**config.mk**
```make
export PLATFORM = sky130hd
export DESIGN_NAME = dmem_arbiter
export DESIGN_NICKNAME = d
export VERILOG_FILES = /design/src/rtl/dmem_arbiter.sv
export SDC_FILE = /design/constraint.sdc
export NUM_CORES = 1
export LEC_CHECK = 0
export CAP_MARGIN = 20
export CORE_MARGIN = 4
export CORE_UTILIZATION = 29
export DETAILED_ROUTE_END_ITERATION = 7
export GPL_TIMING_DRIVEN = 0
export PLACE_DENSITY = 0.8
export SETUP_SLACK_MARGIN = 0.3
export SYNTH_ARGS = -nofsm -noshare
export SYNTH_HDL_FRONTEND = slang
export SYNTH_SLANG_ARGS = --single-unit
```
**constraint.sdc**
```tcl
create_clock -name clk_in -period 1.24 [get_ports clk_in]
set_input_delay 0.248 -clock clk_in [delete_from_list [all_inputs] [get_ports clk_in]]
set_output_delay 0.248 -clock clk_in [all_outputs]
set_load 0.02 [all_outputs]
```
**src/rtl/dmem_arbiter.sv**
```systemverilog
// dmem_arbiter: two-master fixed-priority arbiter for the single-port DMEM.
// Master 0 (CPU) wins ties; master 1 is forced ahead after STARVE_MAX
// consecutive denials. Translates MARS byte addresses to DMEM word indices.
// Optional feature macro: DMEM_ARB_RANGE_CHECK_EN (address range checking
// with a sticky err_addr flag; without it err_addr is tied to 0).
module dmem_arbiter #(
  parameter logic [31:0] ADDR_BASE  = 32'h1001_0000,
  parameter int unsigned DEPTH_LOG2 = 5,
  parameter int unsigned STARVE_MAX = 4
) (
  input  logic                  clk_in,
  input  logic                  reset,
  input  logic                  m0_req,
  input  logic                  m0_wena,
  input  logic [31:0]           m0_addr,
  input  logic [31:0]           m0_wdata,
  output logic                  m0_gnt,
  output logic                  m0_rvalid,
  output logic [31:0]           m0_rdata,
  input  logic                  m1_req,
  input  logic                  m1_wena,
  input  logic [31:0]           m1_addr,
  input  logic [31:0]           m1_wdata,
  output logic                  m1_gnt,
  output logic                  m1_rvalid,
  output logic [31:0]           m1_rdata,
  output logic                  dm_ena,
  output logic                  dm_wena,
  output logic [DEPTH_LOG2-1:0] dm_addr,
  output logic [31:0]           dm_data_in,
  input  logic [31:0]           dm_data_out,
  output logic                  err_addr
);

  localparam int unsigned CNT_W = 4;
  localparam logic [CNT_W-1:0] STARVE_LIM = CNT_W'(STARVE_MAX);

  typedef enum logic [1:0] {
    IDLE = 2'd0,
    G0   = 2'd1,
    G1   = 2'd2
  } state_e;

  state_e           state_q, state_d;
  logic [CNT_W-1:0] starve_q, starve_d;
  logic             m0_rvalid_q, m0_rvalid_d;
  logic             m1_rvalid_q, m1_rvalid_d;
  logic [31:0]      m0_rdata_q, m0_rdata_d;
  logic [31:0]      m1_rdata_q, m1_rdata_d;

  logic        gnt0, gnt1, gnt_any;
  logic        sel_wena;
  logic [31:0] sel_addr, sel_wdata, sel_off;
  logic        oor;

  // Decode the current owner and mux its access onto a common path
  always_comb begin
    gnt0      = (state_q == G0);
    gnt1      = (state_q == G1);
    gnt_any   = gnt0 | gnt1;
    sel_wena  = gnt1 ? m1_wena  : m0_wena;
    sel_addr  = gnt1 ? m1_addr  : m0_addr;
    sel_wdata = gnt1 ? m1_wdata : m0_wdata;
    sel_off   = sel_addr - ADDR_BASE;
  end

`ifdef DMEM_ARB_RANGE_CHECK_EN
  logic err_q, err_d;

  // Flag a granted access below the base, past the last word, or misaligned
  always_comb begin
    oor = gnt_any &&
          ((sel_addr < ADDR_BASE) ||
           ((sel_off >> (DEPTH_LOG2 + 2)) != 32'd0) ||
           (sel_addr[1:0] != 2'b00));
  end

  // Sticky address-error flag, cleared only by reset
  always_comb begin
    err_d = err_q | oor;
  end

  // Error flag register
  always_ff @(posedge clk_in) begin
    if (reset) begin
      err_q <= 1'b0;
    end else begin
      err_q <= err_d;
    end
  end

  assign err_addr = err_q;
`else
  assign oor      = 1'b0;
  assign err_addr = 1'b0;
`endif

  // DMEM pins follow the owner in its grant cycle; all zero when idle
  always_comb begin
    dm_ena     = gnt_any & ~oor;
    dm_wena    = gnt_any & sel_wena & ~oor;
    dm_addr    = gnt_any ? DEPTH_LOG2'(sel_off >> 2) : '0;
    dm_data_in = gnt_any ? sel_wdata : '0;
  end

  // Next owner, starvation count and read-return capture
  always_comb begin
    state_d     = IDLE;
    starve_d    = '0;
    m0_rvalid_d = 1'b0;
    m1_rvalid_d = 1'b0;
    m0_rdata_d  = m0_rdata_q;
    m1_rdata_d  = m1_rdata_q;

    if (m1_req && (starve_q == STARVE_LIM)) begin
      state_d = G1;
    end else if (m0_req) begin
      state_d = G0;
    end else if (m1_req) begin
      state_d = G1;
    end

    if (m1_req && (state_d != G1)) begin
      starve_d = (starve_q == STARVE_LIM) ? starve_q : starve_q + CNT_W'(1);
    end

    if (gnt0 && !m0_wena) begin
      m0_rvalid_d = 1'b1;
      m0_rdata_d  = oor ? 32'h0 : dm_data_out;
    end
    if (gnt1 && !m1_wena) begin
      m1_rvalid_d = 1'b1;
      m1_rdata_d  = oor ? 32'h0 : dm_data_out;
    end
  end

  // State, counter and read-return registers
  always_ff @(posedge clk_in) begin
    if (reset) begin
      state_q     <= IDLE;
      starve_q    <= '0;
      m0_rvalid_q <= 1'b0;
      m1_rvalid_q <= 1'b0;
      m0_rdata_q  <= '0;
      m1_rdata_q  <= '0;
    end else begin
      state_q     <= state_d;
      starve_q    <= starve_d;
      m0_rvalid_q <= m0_rvalid_d;
      m1_rvalid_q <= m1_rvalid_d;
      m0_rdata_q  <= m0_rdata_d;
      m1_rdata_q  <= m1_rdata_d;
    end
  end

  assign m0_gnt    = gnt0;
  assign m1_gnt    = gnt1;
  assign m0_rvalid = m0_rvalid_q;
  assign m1_rvalid = m1_rvalid_q;
  assign m0_rdata  = m0_rdata_q;
  assign m1_rdata  = m1_rdata_q;

endmodule

```
After elaboration in Yosys (flattened, before gate mapping)
Cells that the tools add are included.
Storage, ports and cells
  word-level logic and storage cells: 32
  register bits after elaboration: 72
  output and inout bits: 108
  input port bits: 166
Cells by class
  bitwise logic cells: 3
  muxes and demuxes: 10
  reductions and logical operators: 7
  $add $sub $neg: 2
  equal/unequal tests: 4
Operators by type and width (number)
  2-to-1 mux 32 bit: 2
  2-to-1 mux 7 bit: 1
  subtractor 7 x 1 -> 7 bit, second input constant: 1
  2-to-1 mux 2 bit: 3
  2-to-1 mux 5 bit: 1
  adder 4 x 1 -> 4 bit, second input constant: 1
  equality test 4 x 3 -> 1 bit, second input constant: 1
  logical AND 1 bit: 4
  2-to-1 mux 1 bit: 3
  equality test 2 x 1 -> 1 bit, second input constant: 1
  equality test 2 bit, second input constant: 1
  logical NOT 1 bit: 2
  inequality test 2 bit, second input constant: 1
  OR reduction 2 bit: 1
  bitwise AND 1 bit: 1
  inverter 1 bit: 1
  bitwise OR 1 bit: 1

Longest topological paths before layout
  depth after elaboration: 7
  mapped depth: 7
  mapped depth without buffers: 5

Least setup slack after synthesis
No wires, ideal clock.
  kind: register to output
  start: register state_q[0]
  end: output port dm_data_in[11]
  path buffers: 2
  arrival time: 1.404 ns
  cell stages (with the launch flop): 7
  data required time: 0.992 ns
  slack: -0.412 ns
  cells stage by stage: dfxtp_1 -> inv_1 -> ha_1 -> buf_6 -> buf_6 -> mux2i_1 -> nor2_1
On the way
  word-level cells in the longest chain between the ends: 3
  elaborated cells on any way between the ends: 5
  those cells by class: eq/ne: 2; mux: 2; bitwise: 1
Ends and longest elaborated chain
  start, declared: RTL line 44  | state_e state_q, state_d;
  start signal, assigned: RTL line 147  | state_q <= state_d;
  equality test 2 bit *: RTL line 59  | gnt1 = (state_q == G1);
  named net m1_gnt: RTL line 24  | output logic m1_gnt,
  2-to-1 mux 32 bit or bitwise OR 1 bit (tied branches): RTL line 63, 60
  2-to-1 mux 32 bit *: RTL line 103  | dm_data_in = gnt_any ? sel_wdata : '0;
  end, declared: RTL line 30  | output logic [31:0] dm_data_in,
Mark *: on every way through the listed nets, which the timed path passes. The rest lies on a longest branch.

Final worst setup path
  start: register state_q[0]
  end: output port dm_data_in[28]
On the way
  word-level cells in the longest chain between the ends: 3
  elaborated cells on any way between the ends: 5
  those cells by class: eq/ne: 2; mux: 2; bitwise: 1
Ends and longest elaborated chain (RTL line)
  equality test 2 bit or equality test 2 x 1 -> 1 bit (tied branches): 59, 58
  2-to-1 mux 32 bit or bitwise OR 1 bit (tied branches): 63, 60
  2-to-1 mux 32 bit *: 103
Mark *: on every way between the ends. The rest lies on a longest branch, timed or not.

==> flow_summary_export.csv <==
group,metric,value,unit
outcome,status,"finished, violations left",
outcome,violations,"setup timing",
routing,drt_iter0_markers,120,
logic_synthesis,synth.ff_latch_count,72,
clock_network,cts_root_buf,"clkbuf_8",
sta,worst_slew_pin_slew,0.715,ns
place,io_buffer_count,217,
global_routing,grt_pass1_wl,20600,µm
place,place_ws,-0.727,ns
clock_network,clock_sinks,72,
global_routing,grt_max_degree,15,
place,dpl_cell_area,5670,µm²
cells_and_area,final_util,71.6,%
logic_synthesis,syn_nets,574,
critical_path,startpoint_type,"flop",
min_path,worstHoldPathType,"primary input to flop",
critical_path,cp-end-kind,"output port",
routing,dr.max_layer_used,"met4",
sta,fin_ws,-0.676,ns
clock_network,clk_pin_slew,0.07,ns
logic_synthesis,netlist_instances,404,
sta,fin_crit_sh,155,%
place,dpl.hpwl,10100,µm
routing,postRouteAntennaNets,0,
sta,finClkSkew,0.0183,ns
clock_network,hold_buffers,0,
sta,max_slew_margin,52.3,%
logic_synthesis,synth_cell_types,21,
routing,routed_via_density,4.76,
floorplan,core_area,10500,µm²
sta,rsz0062_at_grt,"true",
floorplan,dieArea,12700,µm²
cells_and_area,design_area,7530,µm²
place,dp_cells,757,
sta,hold_viol_final,0,
global_routing,grt_pass1_vias,3890,
clock_network,clock_latency,0.35,ns
logic_synthesis,synth_edf_count,0,
routing,wl_met2,8560,µm
critical_path,r2r-start,"state_q[0]",
logic_synthesis,async_reset_ff_share,0,%
floorplan,die_h,113,µm
global_routing,antenna_found_initial,1,
logic_synthesis,ys_seq_area_share,45.5,%
clock_network,cts-buffers-inserted,9,
clock_network,tritoncts,"yes",
routing,dr.pass1.iters,4,
global_routing,gr-usage-all-layers,20.3,%
routing,vias,3919,
sta,hold_slack,0.338,ns
critical_path,cp.required,0.99,ns
floorplan,die_w,113,µm
cells_and_area,fin_cells,823,
sta,max_freq,522,MHz
power,p_leak,3.02,nW
floorplan,start_util,30.2,%
sta,tns,-34.33,ns
sta,setup_violations,106,
cells_and_area,finalNetCount,851,
logic_synthesis,syn_area,3170,µm²
min_path,min-delay-start,"reset",
floorplan,rows,37,
power,power_density,869,nW/µm²
critical_path,arrival,1.67,ns
critical_path,crit_type,"flop to output port",
cells_and_area,drive_gt1_share,63.8,%
sta,post-route-min-period,1.92,ns
logic_synthesis,yosys_warnings,0,
global_routing,grt.overflow.total,0,
power,peakVddDrop,1.00,mV
floorplan,io_pins,274,
logic_synthesis,avgSynthCellArea,7.85,µm²
clock_network,cts_max_level,3,
critical_path,critPathLaunch,"state_q[0]",
power,finalPower,6.54,mW
clock_network,cts_buffer_depth,2,
sta,finalMaxSlewViolations,0,
routing,wl,15700,µm
routing,met1_length,5560,µm
routing,route.detailed.drc,0,
job,drv_cap,0,
critical_path,worstPathMaxFanout,7,
routing,route.met3.wl,1250,µm
cells_and_area,syn_to_final_growth,137,%
logic_synthesis,ys.flop_type,"dfxtp_1",
place,gp_congestion,0.917,
routing,wl_per_cell,19.1,µm
repair_timing:
action                     CTS  global route
setup endpoints to repair  179           179
pin swaps                    7            18
gates cloned                 6            10
resized for setup          727           177
setup buffers               16            17
hold endpoints to repair     0             0
flip-flops by register name (all words and copies together) (netlist names):
register,flops
state_q,2
m1_rdata,32
m0_rdata,32
m0_rvalid,1
m1_rvalid,1
starve_q,4
layout by cell type (no fill, tap or decap), types with 10 or more instances in the layout:
cell / n
nor2_1: 10
dfxtp_2: 69
clkdlybuf4s50_1: 110
mux2i_2: 20
buf_6: 96
mux2i_4: 13
nand2_1: 80
a21oi_1: 23
clkbuf_16: 10
a21oi_2: 41
nand2_4: 12
buf_4: 39
nor2_2: 34
buf_8: 14
nand2_2: 36
cell families (layout without fill, tap and decap cells):
| group | count (synthesis) | in the layout | share of synthesized area [%] |
|---|---|---|---|
| XOR/XNOR | 1 | 1 | 0.276 |
| buffers and inverters | 41 | 323 | 7.70 |
| multiplexers | 39 | 39 | 12.3 |
| other | 1 | 2 | 0.118 |
| AND/OR/NAND/NOR | 180 | 180 | 21.9 |
| AO/OA/AOI/OAI | 66 | 66 | 10.7 |
| flip-flops | 72 | 72 | 45.5 |
| adder cells (fa/ha/maj) | 4 | 4 | 1.58 |
cells in the mapped netlist, drive strengths merged, types with 2 or more instances:
cell | instances | area, µm²
ha | 4 | 50.1
clkbuf | 7 | 26.3
mux2i | 39 | 390
inv | 8 | 30.0
nand2b | 2 | 12.5
a21oi | 64 | 320
nand2 | 128 | 480
buf | 26 | 188
nor2 | 45 | 169
dfxtp | 72 | 1440
per-layer routing:
| layer | track usage (%) | up-vias |
|---|---|---|
| met4 | 4.33 | 0 |
| met5 | 0 | - |
| met3 | 7.82 | 27 |
| met1 | 21.5 | 1857 |
| met2 | 38.1 | 175 |
| li1 | - | 1860 |
where the power goes:
| part | internal, mW | switching [mW] |
|---|---|---|
| Clock | 1.37 | 0.996 |
| Sequential | 2.38 | 0.0431 |
| Combinational | 0.972 | 0.783 |
| Total | 4.71 | 1.82 |
worst paths after layout:
check / cells past startpoint / endpoint / slack [ns]
setup / recovery: 7 / dm_data_in[28] / -0.68
hold / removal: 3 / state_q[0] / 0.34
setup reg to reg: 9 / m1_rdata[25] / -0.34
hold reg to reg: 1 / starve_q[0] / 0.45
worst max-delay path: stages (launching register included):
cell     delay, ns
dfxtp_2       0.33
inv_2         0.06
ha_4          0.17
buf_12        0.15
buf_12        0.13
mux2i_2       0.27
nor2_2        0.09
buf_6         0.14
layout make-up:
class	instances	area (µm²)
fillers	733	2980
repair buffers	266	2890
multi-input cells	291	2210
flip-flops and latches	72	1530
plain buffers	33	428
well taps	136	170
clock inverters	7	128
clock buffers	9	124
inverters	8	37.5
diodes	1	2.50
Note: power is estimated with default switching activity, not from simulation.
